`src/rtl/fifo_rd_streamer_16_if.sv`:
```
// Read-side FIFO handshake plus the re-timed valid/ready output stream of fifo_rd_streamer_16.
// The master modport is the streamer's view; slave is the FIFO/consumer view.
interface fifo_rd_streamer_16_if #(
    parameter int DATA_WIDTH = 64
) ();
    logic                  fifo_read_req;
    logic                  fifo_read_ready;
    logic [DATA_WIDTH-1:0] fifo_read_data;
    logic                  m_valid;
    logic                  m_ready;
    logic [DATA_WIDTH-1:0] m_data;
    logic                  m_last;

    modport master (
        output fifo_read_req,
        input  fifo_read_ready,
        input  fifo_read_data,
        output m_valid,
        input  m_ready,
        output m_data,
        output m_last
    );

    modport slave (
        input  fifo_read_req,
        output fifo_read_ready,
        output fifo_read_data,
        input  m_valid,
        output m_ready,
        input  m_data,
        input  m_last
    );
endinterface

```
`src/rtl/fifo_rd_streamer_16.sv`:
```
// Command-driven FIFO read master: pops num_words words, hides the one-cycle FIFO read
// latency behind a 2-entry register buffer and streams them out with last/done marking.
module fifo_rd_streamer_16 #(
    parameter int DATA_WIDTH = 64,
    parameter int LEN_WIDTH  = 16
) (
    input  logic                 clk,
    input  logic                 reset,
    input  logic                 start,
    input  logic [LEN_WIDTH-1:0] num_words,
    output logic                 busy,
    output logic                 done,
    fifo_rd_streamer_16_if.master bus
);
    localparam logic [0:0] ST_IDLE = 1'b0;
    localparam logic [0:0] ST_RUN  = 1'b1;

    logic [0:0]            r_state;
    logic [LEN_WIDTH-1:0]  r_reqLeft;
    logic [LEN_WIDTH-1:0]  r_outLeft;
    logic                  r_done;
    logic                  r_inflight;
    logic [DATA_WIDTH-1:0] r_buf [2];
    logic                  r_head;
    logic [1:0]            r_occ;

    logic                  w_valid;
    logic                  w_pop;
    logic                  w_push;
    logic                  w_issue;
    logic                  w_lastHs;
    logic                  w_tail;
    logic [2:0]            w_used;
    logic [2:0]            w_limit;

    assign w_valid = (r_occ != 2'd0);
    assign w_pop   = w_valid && bus.m_ready;
    assign w_push  = r_inflight;

    // A pop may issue only if buffer plus in-flight word still leave a slot, counting the
    // slot freed by this cycle's output handshake; written as a compare to avoid underflow.
    assign w_used  = {1'b0, r_occ} + {2'b0, r_inflight};
    assign w_limit = 3'd2 + {2'b0, w_pop};
    assign w_issue = (r_state == ST_RUN) && bus.fifo_read_ready
                     && (r_reqLeft != '0) && (w_used < w_limit);

    assign w_lastHs = (r_state == ST_RUN) && w_pop && (r_outLeft == LEN_WIDTH'(1));
    assign w_tail   = r_head ^ r_occ[0];

    assign bus.fifo_read_req = w_issue;
    assign bus.m_valid       = w_valid;
    assign bus.m_data        = r_buf[r_head];
    assign bus.m_last        = w_valid && (r_outLeft == LEN_WIDTH'(1));
    assign busy              = (r_state == ST_RUN);
    assign done              = r_done;

    always_ff @(posedge clk) begin
        if (reset) begin
            r_state   <= ST_IDLE;
            r_reqLeft <= '0;
            r_outLeft <= '0;
            r_done    <= 1'b0;
        end else begin
            r_done <= 1'b0;
            case (r_state)
                ST_IDLE: begin
                    if (start) begin
                        if (num_words != '0) begin
                            r_reqLeft <= num_words;
                            r_outLeft <= num_words;
                            r_state   <= ST_RUN;
                        end else begin
                            r_done <= 1'b1;
                        end
                    end
                end
                ST_RUN: begin
                    if (w_issue) begin
                        r_reqLeft <= r_reqLeft - LEN_WIDTH'(1);
                    end
                    if (w_pop && (r_outLeft != '0)) begin
                        r_outLeft <= r_outLeft - LEN_WIDTH'(1);
                    end
                    if (w_lastHs) begin
                        r_state <= ST_IDLE;
                        r_done  <= 1'b1;
                    end
                end
                default: r_state <= ST_IDLE;
            endcase
        end
    end

    // Returned FIFO data lands in the tail slot; at full occupancy a write is only possible
    // alongside a pop, and then the tail slot is the one the head is just vacating.
    always_ff @(posedge clk) begin
        if (reset) begin
            r_inflight <= 1'b0;
            r_head     <= 1'b0;
            r_occ      <= 2'd0;
            r_buf[0]   <= '0;
            r_buf[1]   <= '0;
        end else begin
            r_inflight <= w_issue;
            if (w_push) begin
                r_buf[w_tail] <= bus.fifo_read_data;
            end
            if (w_pop) begin
                r_head <= ~r_head;
            end
            r_occ <= r_occ + {1'b0, w_push} - {1'b0, w_pop};
        end
    end
endmodule

```
`src/flat_wrapper.sv`:
```
// flat-port wrapper written by rule: the top's interface ports become plain ports
module fifo_rd_streamer_16_flat 
#(
    parameter int DATA_WIDTH = 64,
    parameter int LEN_WIDTH  = 16
)
  (clk, reset, start, num_words, busy, done, bus_fifo_read_req, bus_fifo_read_ready, bus_fifo_read_data, bus_m_valid, bus_m_ready, bus_m_data, bus_m_last);
  fifo_rd_streamer_16_if #(.DATA_WIDTH(DATA_WIDTH)) bus_i ();
  input  logic clk;
  input  logic reset;
  input  logic start;
  input  logic [LEN_WIDTH-1:0] num_words;
  output logic busy;
  output logic done;
  output wire logic [$bits(bus_i.fifo_read_req)-1:0] bus_fifo_read_req;
  input wire logic [$bits(bus_i.fifo_read_ready)-1:0] bus_fifo_read_ready;
  input wire logic [$bits(bus_i.fifo_read_data)-1:0] bus_fifo_read_data;
  output wire logic [$bits(bus_i.m_valid)-1:0] bus_m_valid;
  input wire logic [$bits(bus_i.m_ready)-1:0] bus_m_ready;
  output wire logic [$bits(bus_i.m_data)-1:0] bus_m_data;
  output wire logic [$bits(bus_i.m_last)-1:0] bus_m_last;
  assign bus_fifo_read_req = bus_i.fifo_read_req;
  assign bus_i.fifo_read_ready = bus_fifo_read_ready;
  assign bus_i.fifo_read_data = bus_fifo_read_data;
  assign bus_m_valid = bus_i.m_valid;
  assign bus_i.m_ready = bus_m_ready;
  assign bus_m_data = bus_i.m_data;
  assign bus_m_last = bus_i.m_last;
  fifo_rd_streamer_16 #(.DATA_WIDTH(DATA_WIDTH), .LEN_WIDTH(LEN_WIDTH)) u_core (.clk(clk), .reset(reset), .start(start), .num_words(num_words), .busy(busy), .done(done), .bus(bus_i));
endmodule
```
`config.mk`:
```
export PLATFORM = sky130hd
export DESIGN_NAME = fifo_rd_streamer_16_flat
export DESIGN_NICKNAME = d
export VERILOG_FILES = /design/src/rtl/fifo_rd_streamer_16_if.sv /design/src/rtl/fifo_rd_streamer_16.sv /design/src/flat_wrapper.sv
export SDC_FILE = /design/constraint.sdc
export NUM_CORES = 1
export LEC_CHECK = 0
export BUFFER_PORTS_ARGS = -buffer_cell sky130_fd_sc_hd__buf_4
export CAP_MARGIN = 20
export CORE_MARGIN = 3
export CORE_UTILIZATION = 55
export CTS_CLUSTER_DIAMETER = 100
export DETAILED_ROUTE_END_ITERATION = 16
export PLACE_DENSITY = 0.8
export SLEW_MARGIN = 20
export SYNTH_ARGS = -nofsm -noshare
export SYNTH_HDL_FRONTEND = slang
export SYNTH_SLANG_ARGS = --single-unit
```
`constraint.sdc`:
```
create_clock -name clk -period 7.85 [get_ports clk]
set_input_delay 0.785 -clock clk [delete_from_list [all_inputs] [get_ports clk]]
set_output_delay 0.785 -clock clk [all_outputs]
set_load 0.01 [all_outputs]
```
==> flow_metrics.tcl <==
set metrics [dict create \
    power_mw 2.51 \
    wl_mm 18.3 \
    r2r_slack_ns 5.27 \
    leakagePower_nw 3.91 \
    area_growth_pct 23.4 \
    ctsHoldBuffers 0 \
    reg2reg_from "u_core.r_outLeft[1]" \
    async_flop_share 0 \
    ys_seq_elements 167 \
    ctsRootBufferMaster "clkbuf_16" \
    layout-drive-gt1-share 0.339 \
    routedWlPerCell_um 18.5 \
    cts_sinks 167 \
    status "completed" \
    dpl_cell_area_sq_um 9190 \
    fin_util 0.698 \
    min_path_type "reg -> reg" \
    cts.clk_slew.worst_paths_ns 0.06 \
    worst_slack_ns 4.82 \
    dieArea_sq_um 15800 \
    dieHeight_um 126 \
    critPathLaunch "u_core.r_reqLeft[9]" \
    post-place-ws_ns 4.70 \
    regToRegEndpoint "u_core.r_outLeft[0]" \
    diodes 0 \
    synth_cell_types 53 \
    dp_cells 959 \
    yosysTopAreaCellShare 0.488 \
    overflow 0 \
    synthTopCellsByArea "edfxtp_1, and2_1, dfxtp_1, mux2_2, a21oi_1" \
    relSlewSlack 0.405 \
    drtAntennaViolNets 0 \
    die_w_um 126 \
    final_cell_area_sq_um 9730 \
    cts_setup_buffers 0 \
    hold_depth 2 \
    grt_max_degree 65 \
    grt_pass1_vias 5732 \
    routabilityCongestion 0.895 \
    yosysSeqAreaShare 0.587 \
    tns_ns 0 \
    worstHoldStart "u_core.r_outLeft[11]" \
    arrival_ns 2.24 \
    io_pins 154 \
    vias 5675 \
    finalMaxSlewViolations 0 \
    crit_path_start_kind "flip-flop" \
    timing.fmax_ghz 0.330 \
    holdPathEnd "u_core.r_outLeft[11]" \
    power_density_nw_per_um2 258 \
    port_buffers 153 \
    hpwl_mm 12.0 \
    cap_violations 0 \
    grt_usage 0.231 \
    hold_viol 0 \
    cts_resized 0 \
    cp_max_fo 7 \
    worst-r2r-cell-count 9 \
    core_area_sq_um 13900 \
    initial_core_util 0.566 \
    synth_edf_count 128 \
    firstDrtPassIters 6 \
    path_class "reg -> out" \
    drc_errors 0 \
    synth.largest_area_cell "edfxtp_1" \
    drtIter0Drc 550 \
    rsz0062_at_grt "no" \
    synthCells 656 \
    syn_nets 748 \
    hold_slack_ns 0.487 \
    synth.avg_cell_area_sq_um 12.0 \
    fin_crit_sh 0.386 \
    yosys_warnings 0 \
    final_nets 890 \
    antenna_found_initial 0 \
    required_ns 7.07 \
    synthFlopType "edfxtp_1" \
    fin_skew_ns 0.00698 \
    clk_path_buf_depth 2 \
    cts_max_level 4 \
    cts_buffers 17 \
    cts_tree "built" \
    syn-cell-area_sq_um 7880 \
    grt_pass1_wl_mm 28.8 \
    finalCriticalPeriod_ns 3.03 \
    clock_latency_ns 0.42 \
    tightest_slew_ns 0.893 \
    vias_per_cell 5.73 \
    setup_viol 0 \
    std_cell_rows 43 \
    max-vdd-ir-drop_v 0.000120 \
    fin_cells 991 \
    endpoint_kind "output port" \
]
==> routing by layer <==
| metal | global-route usage | wire, um | vias up |
|---|---|---|---|
| met5 | 0 | 0 | - |
| met4 | 0.0867 | 491 | 0 |
| met3 | 0.0496 | 1200 | 34 |
| met2 | 0.403 | 9510 | 251 |
| met1 | 0.281 | 7120 | 2742 |
| li1 | - | - | 2648 |
==> cells in the mapped netlist, types with 2 or more instances <==
| library cell | n |
|---|---|
| dfxtp_1 | 39 |
| xnor2_1 | 3 |
| or2_2 | 3 |
| mux2_2 | 64 |
| inv_1 | 13 |
| a21oi_1 | 37 |
| o31ai_1 | 2 |
| nand2_1 | 28 |
| o211ai_1 | 7 |
| nand4b_1 | 2 |
| buf_6 | 2 |
| and3_1 | 5 |
| buf_4 | 2 |
| ha_1 | 7 |
| a32oi_1 | 2 |
| nor2_1 | 31 |
| or4_4 | 2 |
| buf_1 | 2 |
| nor4_1 | 4 |
| a311oi_1 | 2 |
| o21ai_0 | 26 |
| nor3_1 | 13 |
| xor2_1 | 2 |
| edfxtp_1 | 128 |
| o21a_1 | 2 |
| a31oi_1 | 8 |
| a2bb2oi_4 | 2 |
| o32ai_1 | 6 |
| and2_1 | 133 |
| nand2b_1 | 2 |
| a21o_1 | 5 |
| o32ai_2 | 2 |
| or4_1 | 4 |
| clkbuf_1 | 31 |
| a32o_1 | 3 |
| nor2b_1 | 12 |
| nand3_1 | 2 |
| or3_1 | 3 |
==> report_power, final <==
group | switching (mW) | internal [mW] | leakage (nW)
Clock | 0.350 | 0.417 | 0.263
Sequential | 0.0402 | 1.04 | 1.65
Combinational | 0.342 | 0.321 | 2.00
==> worst max-delay path by stage <==
stage | to | slack, ns
after floorplan | u_core.r_buf[0][0] | 2.25
after global placement | u_core.r_outLeft[0] | 4.75
after detailed placement | u_core.r_outLeft[0] | 4.70
after CTS | bus_fifo_read_req | 4.82
after global routing | bus_fifo_read_req | 4.70
final | bus_fifo_read_req | 4.82
==> registers in the layout (all words and copies together), names as in the netlist, named ones only <==
signal,count
u_core.done,1
u_core.r_inflight,1
u_core.r_occ,2
u_core.r_buf,128
u_core.r_outLeft,16
u_core.busy,1
u_core.r_reqLeft,16
u_core.r_head,1
==> cell families (layout without fill, tap and decap cells) <==
family | count (synthesis) | in the layout | share of synthesized area
XOR/XNOR | 5 | 5 | 0.00556
flip-flops | 167 | 167 | 0.587
buffers and inverters | 52 | 207 | 0.0278
AO/OA/AOI/OAI | 112 | 112 | 0.0968
multiplexers | 64 | 64 | 0.0914
AND/OR/NAND/NOR | 249 | 249 | 0.181
adder cells (fa/ha/maj) | 7 | 7 | 0.0111
==> worst max-delay path: stages (launching register included) <==
cell and delay [ns]:
dfxtp_1 0.37, or4_4 0.59, nor3_2 0.24, and4_2 0.36, nor2_1 0.09, buf_4 0.16
==> layout make-up <==
cell class / count / area [sq um]
Timing Repair Buffer: 161 / 1210
Tap cell: 180 / 225
Inverter: 14 / 52.6
Multi-Input combinational cell: 437 / 3080
Sequential cell: 167 / 4630
Clock buffer: 19 / 443
Clock inverter: 13 / 96.3
Fill cell: 978 / 4210
==> placed cells by master, fill, tap and decap left out, types with 3 or more instances in the layout <==
cell type / synthesis / final
xnor2_1: 3 / 3
or2_2: 3 / 3
a32o_1: 3 / 3
mux2_2: 64 / 64
clkinvlp_4: 0 / 3
a31oi_1: 8 / 8
nor2_1: 31 / 29
dfxtp_1: 39 / 38
nand2_1: 28 / 28
o21ai_0: 26 / 24
or3_1: 3 / 3
edfxtp_1: 128 / 128
nor2b_1: 12 / 12
and3_1: 5 / 5
o32ai_1: 6 / 6
inv_1: 13 / 13
a21oi_1: 37 / 37
or4_1: 4 / 4
a21o_1: 5 / 5
ha_1: 7 / 7
inv_6: 0 / 3
clkinv_2: 0 / 3
nor3_1: 13 / 13
o211ai_1: 7 / 7
and2_1: 133 / 133
nor4_1: 4 / 4
buf_4: 2 / 161
clkbuf_16: 0 / 17
Note: power is estimated with default switching activity, not from simulation.
